**src/rtl/rcu_boot_pkg.sv**
```systemverilog
// Shared constants and state encoding for the RCU boot sequencer.
// Register offsets are relative to the sequencer BASE_ADDR parameter.
package rcu_boot_pkg;

    localparam logic [7:0] RCU_CTRL_OFS = 8'h00;
    localparam logic [7:0] RCU_RDIV_OFS = 8'h04;
    localparam logic [7:0] RCU_STAT_OFS = 8'h08;
    localparam int STAT_PLLSTRB_BIT = 0;

    typedef enum logic [2:0] {
        IDLE,
        WR_RDIV,
        WR_CTRL,
        RD_STAT,
        GAP,
        DONE,
        ERR
    } state_e;

    function automatic logic [31:0] reg_addr(
        input logic [31:0] base,
        input logic [7:0]  ofs
    );
        return base + {24'h0, ofs};
    endfunction

endpackage

```
**src/rtl/apb4_rcu_boot_seq_xfer.sv**
```systemverilog
// Single APB4 transfer engine: SETUP while req is new, ACCESS until pready.
// Holding req after ack starts the next transfer with a fresh SETUP.
module apb4_xfer_engine (
    input  logic        pclk,
    input  logic        presetn,
    input  logic        req,
    input  logic [31:0] addr,
    input  logic        wr,
    input  logic [31:0] wdata,
    output logic        ack,
    output logic [31:0] rdata,
    output logic        err,
    output logic [31:0] paddr,
    output logic [2:0]  pprot,
    output logic        psel,
    output logic        penable,
    output logic        pwrite,
    output logic [31:0] pwdata,
    output logic [3:0]  pstrb,
    input  logic [31:0] prdata,
    input  logic        pready,
    input  logic        pslverr
);
    logic acc_q;
    logic acc_d;

    assign acc_d = req & (~acc_q | ~pready);

    dffr #(.W(1)) u_acc (
        .clk(pclk), .rst_n(presetn), .d(acc_d), .q(acc_q)
    );

    assign ack     = req & acc_q & pready;
    assign err     = ack & pslverr;
    assign rdata   = prdata;
    assign psel    = req;
    assign penable = req & acc_q;
    assign paddr   = addr;
    assign pwrite  = wr;
    assign pwdata  = wdata;
    assign pstrb   = wr ? 4'hF : 4'h0;
    assign pprot   = 3'b000;
endmodule

```
**src/rtl/rcu_boot_dff.sv**
```systemverilog
// Shared register cells: plain resettable flop and flop with enable.
// Both reset asynchronously to RV.
module dffr #(
    parameter int           W  = 1,
    parameter logic [W-1:0] RV = '0
) (
    input  logic         clk,
    input  logic         rst_n,
    input  logic [W-1:0] d,
    output logic [W-1:0] q
);
    always_ff @(posedge clk or negedge rst_n) begin
        if (!rst_n) q <= RV;
        else        q <= d;
    end
endmodule

module dffer #(
    parameter int           W  = 1,
    parameter logic [W-1:0] RV = '0
) (
    input  logic         clk,
    input  logic         rst_n,
    input  logic         en,
    input  logic [W-1:0] d,
    output logic [W-1:0] q
);
    always_ff @(posedge clk or negedge rst_n) begin
        if (!rst_n)  q <= RV;
        else if (en) q <= d;
    end
endmodule

```
**src/rtl/apb4_rcu_boot_seq.sv**
```systemverilog
// RCU bring-up sequencer: write RDIV, write CTRL, poll STAT until PLL lock.
// Optional poll timeout enabled by defining RCU_BOOT_TIMEOUT_EN.
module apb4_rcu_boot_seq
    import rcu_boot_pkg::*;
#(
    parameter logic [31:0] BASE_ADDR   = 32'h0000_0000,
    parameter logic [31:0] RDIV_VAL    = 32'd1229,
    parameter logic [31:0] CTRL_VAL    = 32'd0,
    parameter int          POLL_GAP    = 8,
    parameter int          TIMEOUT_CYC = 65535
) (
    input  logic        pclk,
    input  logic        presetn,
    input  logic        start_i,
    output logic        busy_o,
    output logic        done_o,
    output logic        err_o,
    output logic [31:0] paddr,
    output logic [2:0]  pprot,
    output logic        psel,
    output logic        penable,
    output logic        pwrite,
    output logic [31:0] pwdata,
    output logic [3:0]  pstrb,
    input  logic [31:0] prdata,
    input  logic        pready,
    input  logic        pslverr
);
    localparam int GW = (POLL_GAP < 2) ? 1 : $clog2(POLL_GAP);

    logic [2:0]    st_q;
    state_e        st;
    state_e        nxt;
    logic          req;
    logic          wr;
    logic [31:0]   addr;
    logic [31:0]   wdata;
    logic          ack;
    logic          xerr;
    logic [31:0]   rdata;
    logic          lock;
    logic          to_hit;
    logic          start_acc;
    logic [GW-1:0] gcnt;
    logic [GW-1:0] gcnt_d;
    logic          gcnt_en;
    logic          unused_rdata;

    assign st = state_e'(st_q);

    dffr #(.W(3), .RV(3'(IDLE))) u_state (
        .clk(pclk), .rst_n(presetn), .d(3'(nxt)), .q(st_q)
    );

    always_comb begin
        req   = 1'b0;
        wr    = 1'b0;
        addr  = '0;
        wdata = '0;
        unique case (st)
            WR_RDIV: begin
                req   = 1'b1;
                wr    = 1'b1;
                addr  = reg_addr(BASE_ADDR, RCU_RDIV_OFS);
                wdata = RDIV_VAL;
            end
            WR_CTRL: begin
                req   = 1'b1;
                wr    = 1'b1;
                addr  = reg_addr(BASE_ADDR, RCU_CTRL_OFS);
                wdata = CTRL_VAL;
            end
            RD_STAT: begin
                req  = 1'b1;
                addr = reg_addr(BASE_ADDR, RCU_STAT_OFS);
            end
            default: ;
        endcase
    end

    apb4_xfer_engine u_xfer (
        .pclk(pclk), .presetn(presetn),
        .req(req), .addr(addr), .wr(wr), .wdata(wdata),
        .ack(ack), .rdata(rdata), .err(xerr),
        .paddr(paddr), .pprot(pprot), .psel(psel),
        .penable(penable), .pwrite(pwrite),
        .pwdata(pwdata), .pstrb(pstrb),
        .prdata(prdata), .pready(pready), .pslverr(pslverr)
    );

    assign lock         = rdata[STAT_PLLSTRB_BIT];
    assign unused_rdata = ^rdata;
    assign busy_o       = (st == WR_RDIV) | (st == WR_CTRL) |
                          (st == RD_STAT) | (st == GAP);
    assign start_acc    = start_i & ~busy_o;

    always_comb begin
        nxt = st;
        unique case (st)
            IDLE, DONE, ERR: if (start_i) nxt = WR_RDIV;
            WR_RDIV: if (ack) nxt = xerr ? ERR : WR_CTRL;
            WR_CTRL: if (ack) nxt = xerr ? ERR : RD_STAT;
            RD_STAT: begin
                if (ack) begin
                    if (xerr)        nxt = ERR;
                    else if (lock)   nxt = DONE;
                    else if (to_hit) nxt = ERR;
                    else             nxt = GAP;
                end
            end
            GAP: begin
                if (to_hit)          nxt = ERR;
                else if (gcnt == '0) nxt = RD_STAT;
            end
            default: nxt = IDLE;
        endcase
    end

    // gap counter loads on a no-lock read and counts down to zero
    assign gcnt_en = ((st == RD_STAT) & ack) | ((st == GAP) & (gcnt != '0));
    assign gcnt_d  = (st == RD_STAT) ? GW'(POLL_GAP - 1) : gcnt - 1'b1;

    dffer #(.W(GW)) u_gcnt (
        .clk(pclk), .rst_n(presetn), .en(gcnt_en), .d(gcnt_d), .q(gcnt)
    );

`ifdef RCU_BOOT_TIMEOUT_EN
    logic [31:0] tcnt;
    logic [31:0] tcnt_d;
    logic        polling;

    assign polling = (st == RD_STAT) | (st == GAP);
    assign to_hit  = tcnt >= 32'(TIMEOUT_CYC);
    assign tcnt_d  = !polling ? 32'd0 : (to_hit ? tcnt : tcnt + 32'd1);

    dffr #(.W(32)) u_tcnt (
        .clk(pclk), .rst_n(presetn), .d(tcnt_d), .q(tcnt)
    );
`else
    logic unused_timeout;
    assign unused_timeout = ^32'(TIMEOUT_CYC);
    assign to_hit = 1'b0;
`endif

    dffer #(.W(1)) u_done (
        .clk(pclk), .rst_n(presetn),
        .en(start_acc | (nxt == DONE)),
        .d(nxt == DONE), .q(done_o)
    );

    dffer #(.W(1)) u_err (
        .clk(pclk), .rst_n(presetn),
        .en(start_acc | (nxt == ERR)),
        .d(nxt == ERR), .q(err_o)
    );
endmodule
```
**config.mk**
```make
export PLATFORM = sky130hd
export DESIGN_NAME = apb4_rcu_boot_seq
export DESIGN_NICKNAME = d
export VERILOG_FILES = /design/src/rtl/rcu_boot_pkg.sv /design/src/rtl/apb4_rcu_boot_seq_xfer.sv /design/src/rtl/rcu_boot_dff.sv /design/src/rtl/apb4_rcu_boot_seq.sv
export SDC_FILE = /design/constraint.sdc
export NUM_CORES = 1
export LEC_CHECK = 0
export ABC_AREA = 1
export ABC_CLOCK_PERIOD_IN_PS = 3120
export BUFFER_PORTS_ARGS = -buffer_cell sky130_fd_sc_hd__buf_2
export CORE_MARGIN = 4
export CORE_UTILIZATION = 40
export CTS_BUF_LIST = sky130_fd_sc_hd__clkbuf_4
export CTS_CLUSTER_SIZE = 10
export DETAILED_ROUTE_END_ITERATION = 16
export GPL_TIMING_DRIVEN = 0
export PLACE_DENSITY_LB_ADDON = 0.15
export SLEW_MARGIN = 20
export SYNTH_ARGS = -nofsm -noshare
export SYNTH_HDL_FRONTEND = slang
export SYNTH_SLANG_ARGS = --single-unit
```
**constraint.sdc**
```tcl
create_clock -name pclk -period 3.12 [get_ports pclk]
set_clock_uncertainty 0.05 [all_clocks]
set_input_delay 0.156 -clock pclk [delete_from_list [all_inputs] [get_ports pclk]]
set_output_delay 0.156 -clock pclk [all_outputs]
set_load 0.005 [all_outputs]
```
==> results of run 1 <==
critical path: stages, from the launching register on:
cell	delay [ns]
dfrtp_1	0.48
inv_2	0.17
nand3_2	0.13
inv_1	0.16
buf_4	0.13
buf_2	0.10
state kept, by name, indices dropped and copies added, names as in the netlist:
register and count:
u_gcnt.q 3, u_xfer.u_acc.q 1, u_done.q 1, u_state.q 3, u_err.q 1
power groups by stage:
| stage | Sequential (mW) | Combinational (mW) | Clock (mW) |
|---|---|---|---|
| after global placement | 0.222 | 0.695 | 0 |
| final | 0.221 | 0.696 | 0.0995 |
| after global routing | 0.228 | 0.800 | 0.111 |
| after CTS | 0.221 | 0.705 | 0.104 |
| after detailed placement | 0.223 | 0.702 | 0 |
| after floorplan | 0.214 | 0.503 | 0 |
layer usage:
| layer | track usage | part of all wire |
|---|---|---|
| met5 | 0 | 0 |
| met4 | 0.0364 | 0.0059 |
| met1 | 0.145 | 0.38 |
| met3 | 0.0273 | 0.12 |
| met2 | 0.164 | 0.49 |
logic make-up after synthesis:
| logic type | count (synthesis) |
|---|---|
| compound gates | 5 |
| flops | 9 |
| other cells | 1 |
| simple gates | 58 |
| buf+inv | 84 |
| fa+ha+maj | 2 |
metrics by stage:
step	std cells	hold WS (ns)	setup WS, ns	utilization	total power [mW]
4_1_cts	276	0.206	1.46	0.566	1.03
6_report	276	0.210	1.49	0.566	1.02
5_1_grt	276	0.217	1.35	0.566	1.14
3_5_place_dp	271	-0.0284	1.68	0.552	0.925
2_1_floorplan	217	-0.190	1.83	-	0.717
3_3_place_gp	271	-0.0284	1.68	0.552	0.917
final cells by class:
class | count | area share
Timing Repair Buffer | 24 | 0.0801
Tap cell | 31 | 0.0248
Multi-Input combinational cell | 124 | 0.366
Sequential cell | 9 | 0.144
Inverter | 16 | 0.0385
Buffer | 68 | 0.327
Clock buffer | 4 | 0.0192
worst max-delay path by stage:
| stage | from | slack, ns | end |
|---|---|---|---|
| 3_3_place_gp | u_state.q[0] | 1.68 | u_done.q |
| 2_1_floorplan | u_state.q[0] | 1.83 | u_done.q |
| 5_1_grt | u_state.q[2] | 1.35 | pwdata[7] |
| 4_1_cts | u_state.q[2] | 1.46 | pwdata[2] |
| 6_report | u_state.q[2] | 1.49 | pwdata[2] |
| 3_5_place_dp | u_state.q[1] | 1.68 | u_done.q |
synthesized netlist by cell type:
library cell	instances	area, um2
buf_4	68	510
nand2_1	23	86.3
inv_1	14	52.6
nor2_1	11	41.3
nand3_1	10	50.1
dfrtp_1	9	225
nor2_2	5	31.3
nand3_2	3	30.0
ha_1	2	25.0
inv_2	2	7.51
nand2_2	2	12.5
o21ai_2	2	17.5
a21oi_1	1	5.00
conb_1	1	3.75
nand3_4	1	17.5
nand4_1	1	6.26
nor2_4	1	11.3
o21ai_0	1	5.00
o21ai_1	1	5.00
or2_2	1	6.26
==> results.py, run 1 <==
metrics = {
    "floorplan": {
        "fp.dieW_um": 61.6,
        "io_pins": 114,
        "fp-row-count": 19,
        "core_um2": 2760,
        "chipHeight_um": 61.6,
        "die_area_um2": 3800,
        "start_util": 0.417,
    },
    "finish": {
        "final_common_cell": "buf_4",
        "multi_input_area_um2": 572,
        "final_cell_mix": "68 x buf_4, 59 x conb_1, 23 x nand2_1, 23 x buf_2, 14 x inv_1",
        "areaGrowthSynthToFinish_pct": 35.8,
        "layout.nets": 285,
        "n_antenna_cell": 0,
        "seq_area_um2": 225,
        "fill_cells": 288,
        "drive_above_1_share": 0.457,
        "fin_area_um2": 1560,
    },
    "drt": {
        "post_drt_wl_per_cell_um": 7.37,
        "wl_um": 2040,
        "drtIter0Drc": 13,
        "via_per_inst": 3.43,
        "drtPass1Iterations": 4,
        "num_vias": 948,
        "route.detailed.drc": 0,
        "ant_nets": 0,
    },
    "timing": {
        "tns_ns": 0,
        "min_period_over_period": 0.523,
        "post-route-min-period_ns": 1.63,
        "rsz0062_at_grt": "false",
        "finalHoldViolations": 0,
        "drv_slew": 0,
        "fmax_mhz": 612,
        "setup_violations": 0,
    },
    "worst_setup_path": {
        "reg2reg_to": "u_done.q",
        "path_max_fanout": 7,
        "worstPathArrival_ns": 1.43,
        "ff2ff_path_depth": 8,
        "worst-setup-path-type": "register to output pin",
        "cp.required_ns": 2.91,
        "reg2reg_slack_ns": 1.69,
        "crit_path_end_kind": "output pin",
        "critPathLaunchType": "register",
        "r2r-start": "u_state.q[1]",
    },
    "power_and_ir_drop": {
        "p_sw_uw": 445,
        "clockPowerShare": 0.098,
        "swShare": 0.438,
        "power_density_nw_per_um2": 651,
        "leakagePower_nw": 1.05,
        "seqPwrFrac": 0.218,
        "power.internal_uw": 571,
        "peakVddDrop_v": 0.000667,
        "pwr-share-comb": 0.684,
    },
    "worst_hold_path": {
        "hold_path_depth": 4,
        "hp-start": "start_i",
        "holdPathEnd": "u_done.q",
        "hold_path_class": "input port to register",
    },
    "yosys": {
        "synth_xor_xnor_area_share": 0,
        "synth_seq_area_share": 0.196,
        "synth_area_um2": 1150,
        "synth_top_family_by_area": "buffers and inverters",
        "synth_warnings": 0,
        "synth_adder_area_share": 0.0218,
        "synth_compound_area_frac": 0.0283,
        "synth_cells": 159,
        "netlist-cell-type-count": 20,
        "synth.area.mux_share": 0,
        "syn_avg_cell_area_um2": 7.23,
        "yosys.area_share.simple": 0.255,
        "ys_ff_latch": 9,
    },
    "clock_network": {
        "cts_tree": "built",
        "cts_root_buf": "clkbuf_4",
        "cts_resized": 0,
        "cts.htree.levels": 1,
        "clk_path_buf_depth": 2,
        "cts_buffers": 3,
        "clk_pin_slew_ns": 0.06,
        "post_cts_buffers": 0,
        "cts_sinks": 9,
        "ctsHoldBuffers": 1,
        "clk_latency_ns": 0.26,
    },
    "placement": {
        "gp_congestion": 0.773,
        "portBuffers": 23,
        "hpwl_um": 1830,
        "post_dp_cell_area_um2": 1520,
    },
    "grt": {
        "antenna_found_initial": 0,
        "grt_pass1_vias": 736,
        "grt_usage": 0.107,
        "overflow": 0,
        "grt_pass1_wl_um": 3080,
        "grt_max_degree": 10,
    },
    "run_status": {
        "outcome": "complete, no violations",
    },
    "job": {
        "cap_violations": 0,
    },
}
No activity file was read; power rests on OpenSTA's default activity.
==> run 2, diff against run 1 <==
Settings changed: ABC_CLOCK_PERIOD_IN_PS 3120 to 1400, CORE_UTILIZATION 40 to 34.
Clock period 3.12 ns to 1.4 ns, I/O delays scaled along.
==> run 2 against run 1 <==
Against the previous run: design area is 7.7% higher; global-route usage decreased by 2.0 points; count of clock-buffer cells in the layout did not move; largest cell class unchanged; final cell count rose by 6.2%; clock power rose by 120%; core utilization down 3.3 points; via count rose by 2.2%; first-iteration DRC count shrank 85%; die area rose by 15%; routed wire length grew 8.6%; register-to-register slack lost 1.7 ns; highest routed layer unchanged.
==> results.py, run 2 (synthesized netlist as in run 1, its figures left out) <==
metrics = {
    "worst_setup_path": {
        "worstPathArrival_ns": 1.25,
        "cp.required_ns": 1.28,
        "crit_path_end_kind": "output pin",
        "critPathLaunchType": "register",
        "worst-setup-path-type": "register to output pin",
        "path_max_fanout": 7,
    },
    "grt": {
        "grt_pass1_vias": 723,
        "grt_pass1_wl_um": 2950,
        "antenna_found_initial": 0,
        "grt_usage": 0.0867,
        "grt_max_degree": 10,
        "overflow": 0,
    },
    "clock_network": {
        "cts.htree.levels": 1,
        "clk_latency_ns": 0.26,
        "cts_buffers": 3,
        "cts_tree": "built",
        "clk_path_buf_depth": 2,
        "cts_sinks": 9,
        "cts_root_buf": "clkbuf_4",
        "clk_pin_slew_ns": 0.06,
    },
    "timing": {
        "setup_violations": 0,
        "min_period_over_period": 0.979,
        "rsz0062_at_grt": "true",
        "finalHoldViolations": 0,
        "fmax_mhz": 729,
        "drv_slew": 0,
        "post-route-min-period_ns": 1.37,
        "tns_ns": 0,
    },
    "finish": {
        "final_util": 0.533,
        "areaGrowthSynthToFinish_pct": 46.2,
        "drive_above_1_share": 0.522,
        "layout.nets": 289,
        "final_cell_mix": "71 x buf_4, 59 x conb_1, 22 x nand2_1, 22 x buf_2, 10 x nor2_1",
        "n_antenna_cell": 0,
        "reg_top3": "u_gcnt.q x3, u_state.q x3",
        "final_common_cell": "buf_4",
    },
    "floorplan": {
        "chipHeight_um": 66.2,
        "fp.dieW_um": 66.2,
        "io_pins": 114,
        "fp-row-count": 20,
        "start_util": 0.365,
        "core_um2": 3150,
        "die_area_um2": 4380,
    },
    "drt": {
        "via_per_inst": 3.31,
        "ant_nets": 0,
        "route.detailed.drc": 0,
        "post_drt_wl_per_cell_um": 7.54,
        "num_vias": 969,
        "wl_um": 2210,
        "drtIter0Drc": 2,
        "drtPass1Iterations": 3,
    },
    "power_and_ir_drop": {
        "peakVddDrop_v": 0.000577,
        "power_density_nw_per_um2": 1510,
        "leakagePower_nw": 1.07,
    },
    "job": {
        "cap_violations": 0,
    },
    "run_status": {
        "outcome": "complete, no violations",
    },
    "placement": {
        "portBuffers": 23,
        "gp_congestion": 0.777,
        "hpwl_um": 1860,
    },
    "worst_hold_path": {
        "hold_path_class": "input port to register",
    },
}
[run 2: cell types whose count changed in the layout (fill, tap and decap cells not counted), sizes merged]
cell	before	now
buf	91	95
[run 2: metal layers]
| layer | track usage | vias to the layer above | routed length (um) |
|---|---|---|---|
| li1 | - | 542 | - |
| met4 | 0.0381 | 0 | 11 |
| met1 | 0.105 | 385 | 875 |
| met3 | 0.0272 | 2 | 229 |
| met2 | 0.140 | 40 | 1090 |
| met5 | 0 | - | 0 |
[run 2: repair_timing]
action	in CTS	in global routing
setup buffers	2	2
hold endpoints to repair	9	0
gates resized for setup	8	15
endpoints found under the setup margin	14	16
pin swaps	1	7
hold buffers	1	0
[run 2: stage by stage]
step | instance area, um2 | instances | power (mW) | hold slack, ns | worst slack, ns
3_3_place_gp | 1540 | 284 | 2.05 | -0.115 | -0.0316
2_1_floorplan | 1370 | 217 | 1.60 | -0.276 | 0.110
6_report | 1680 | 293 | 2.54 | 0.113 | 0.0288
4_1_cts | 1610 | 291 | 2.36 | 0.123 | -0.00917
3_5_place_dp | 1540 | 284 | 2.05 | -0.115 | -0.00617
5_1_grt | 1680 | 293 | 2.78 | 0.134 | -0.0529
[run 2: critical path: stages, from the launching register on]
cell and delay, ns:
dfrtp_2 0.49, inv_2 0.10, nand3_2 0.10, nand2_4 0.11, buf_4 0.11, buf_2 0.09
[run 2: area by class of cell]
cell class	count	area (um2)
inverter	16	62.6
sequential	9	229
tap	44	55.1
fill	329	1470
buffer	68	514
timing repair buffer	28	161
clock buffer	4	30.0
multi-input combinational	124	629
[run 2: final timing paths]
kind                              start        endpoint  slack (ns)  depth (start not counted)
setup / recovery           u_state.q[0]        pstrb[3]        0.03                          5
hold / removal                prdata[0]    u_state.q[0]        0.11                          5
setup reg to reg           u_state.q[0]        u_done.q        0.04                          7
hold reg to reg                u_done.q        u_done.q        0.44                          2
max in group asynchronous       presetn    u_state.q[1]        0.96                          2
min in group asynchronous       presetn  u_xfer.u_acc.q        0.15                          2
[run 2: report_power, final]
part / leakage [nW] / switching, mW / internal [mW] / total (mW)
sequential: 0.103 / 0.139 / 0.380 / 0.519
combinational: 0.944 / 0.872 / 0.927 / 1.80
clock: 0.0184 / 0.0899 / 0.129 / 0.219
total: 1.07 / 1.10 / 1.44 / 2.54
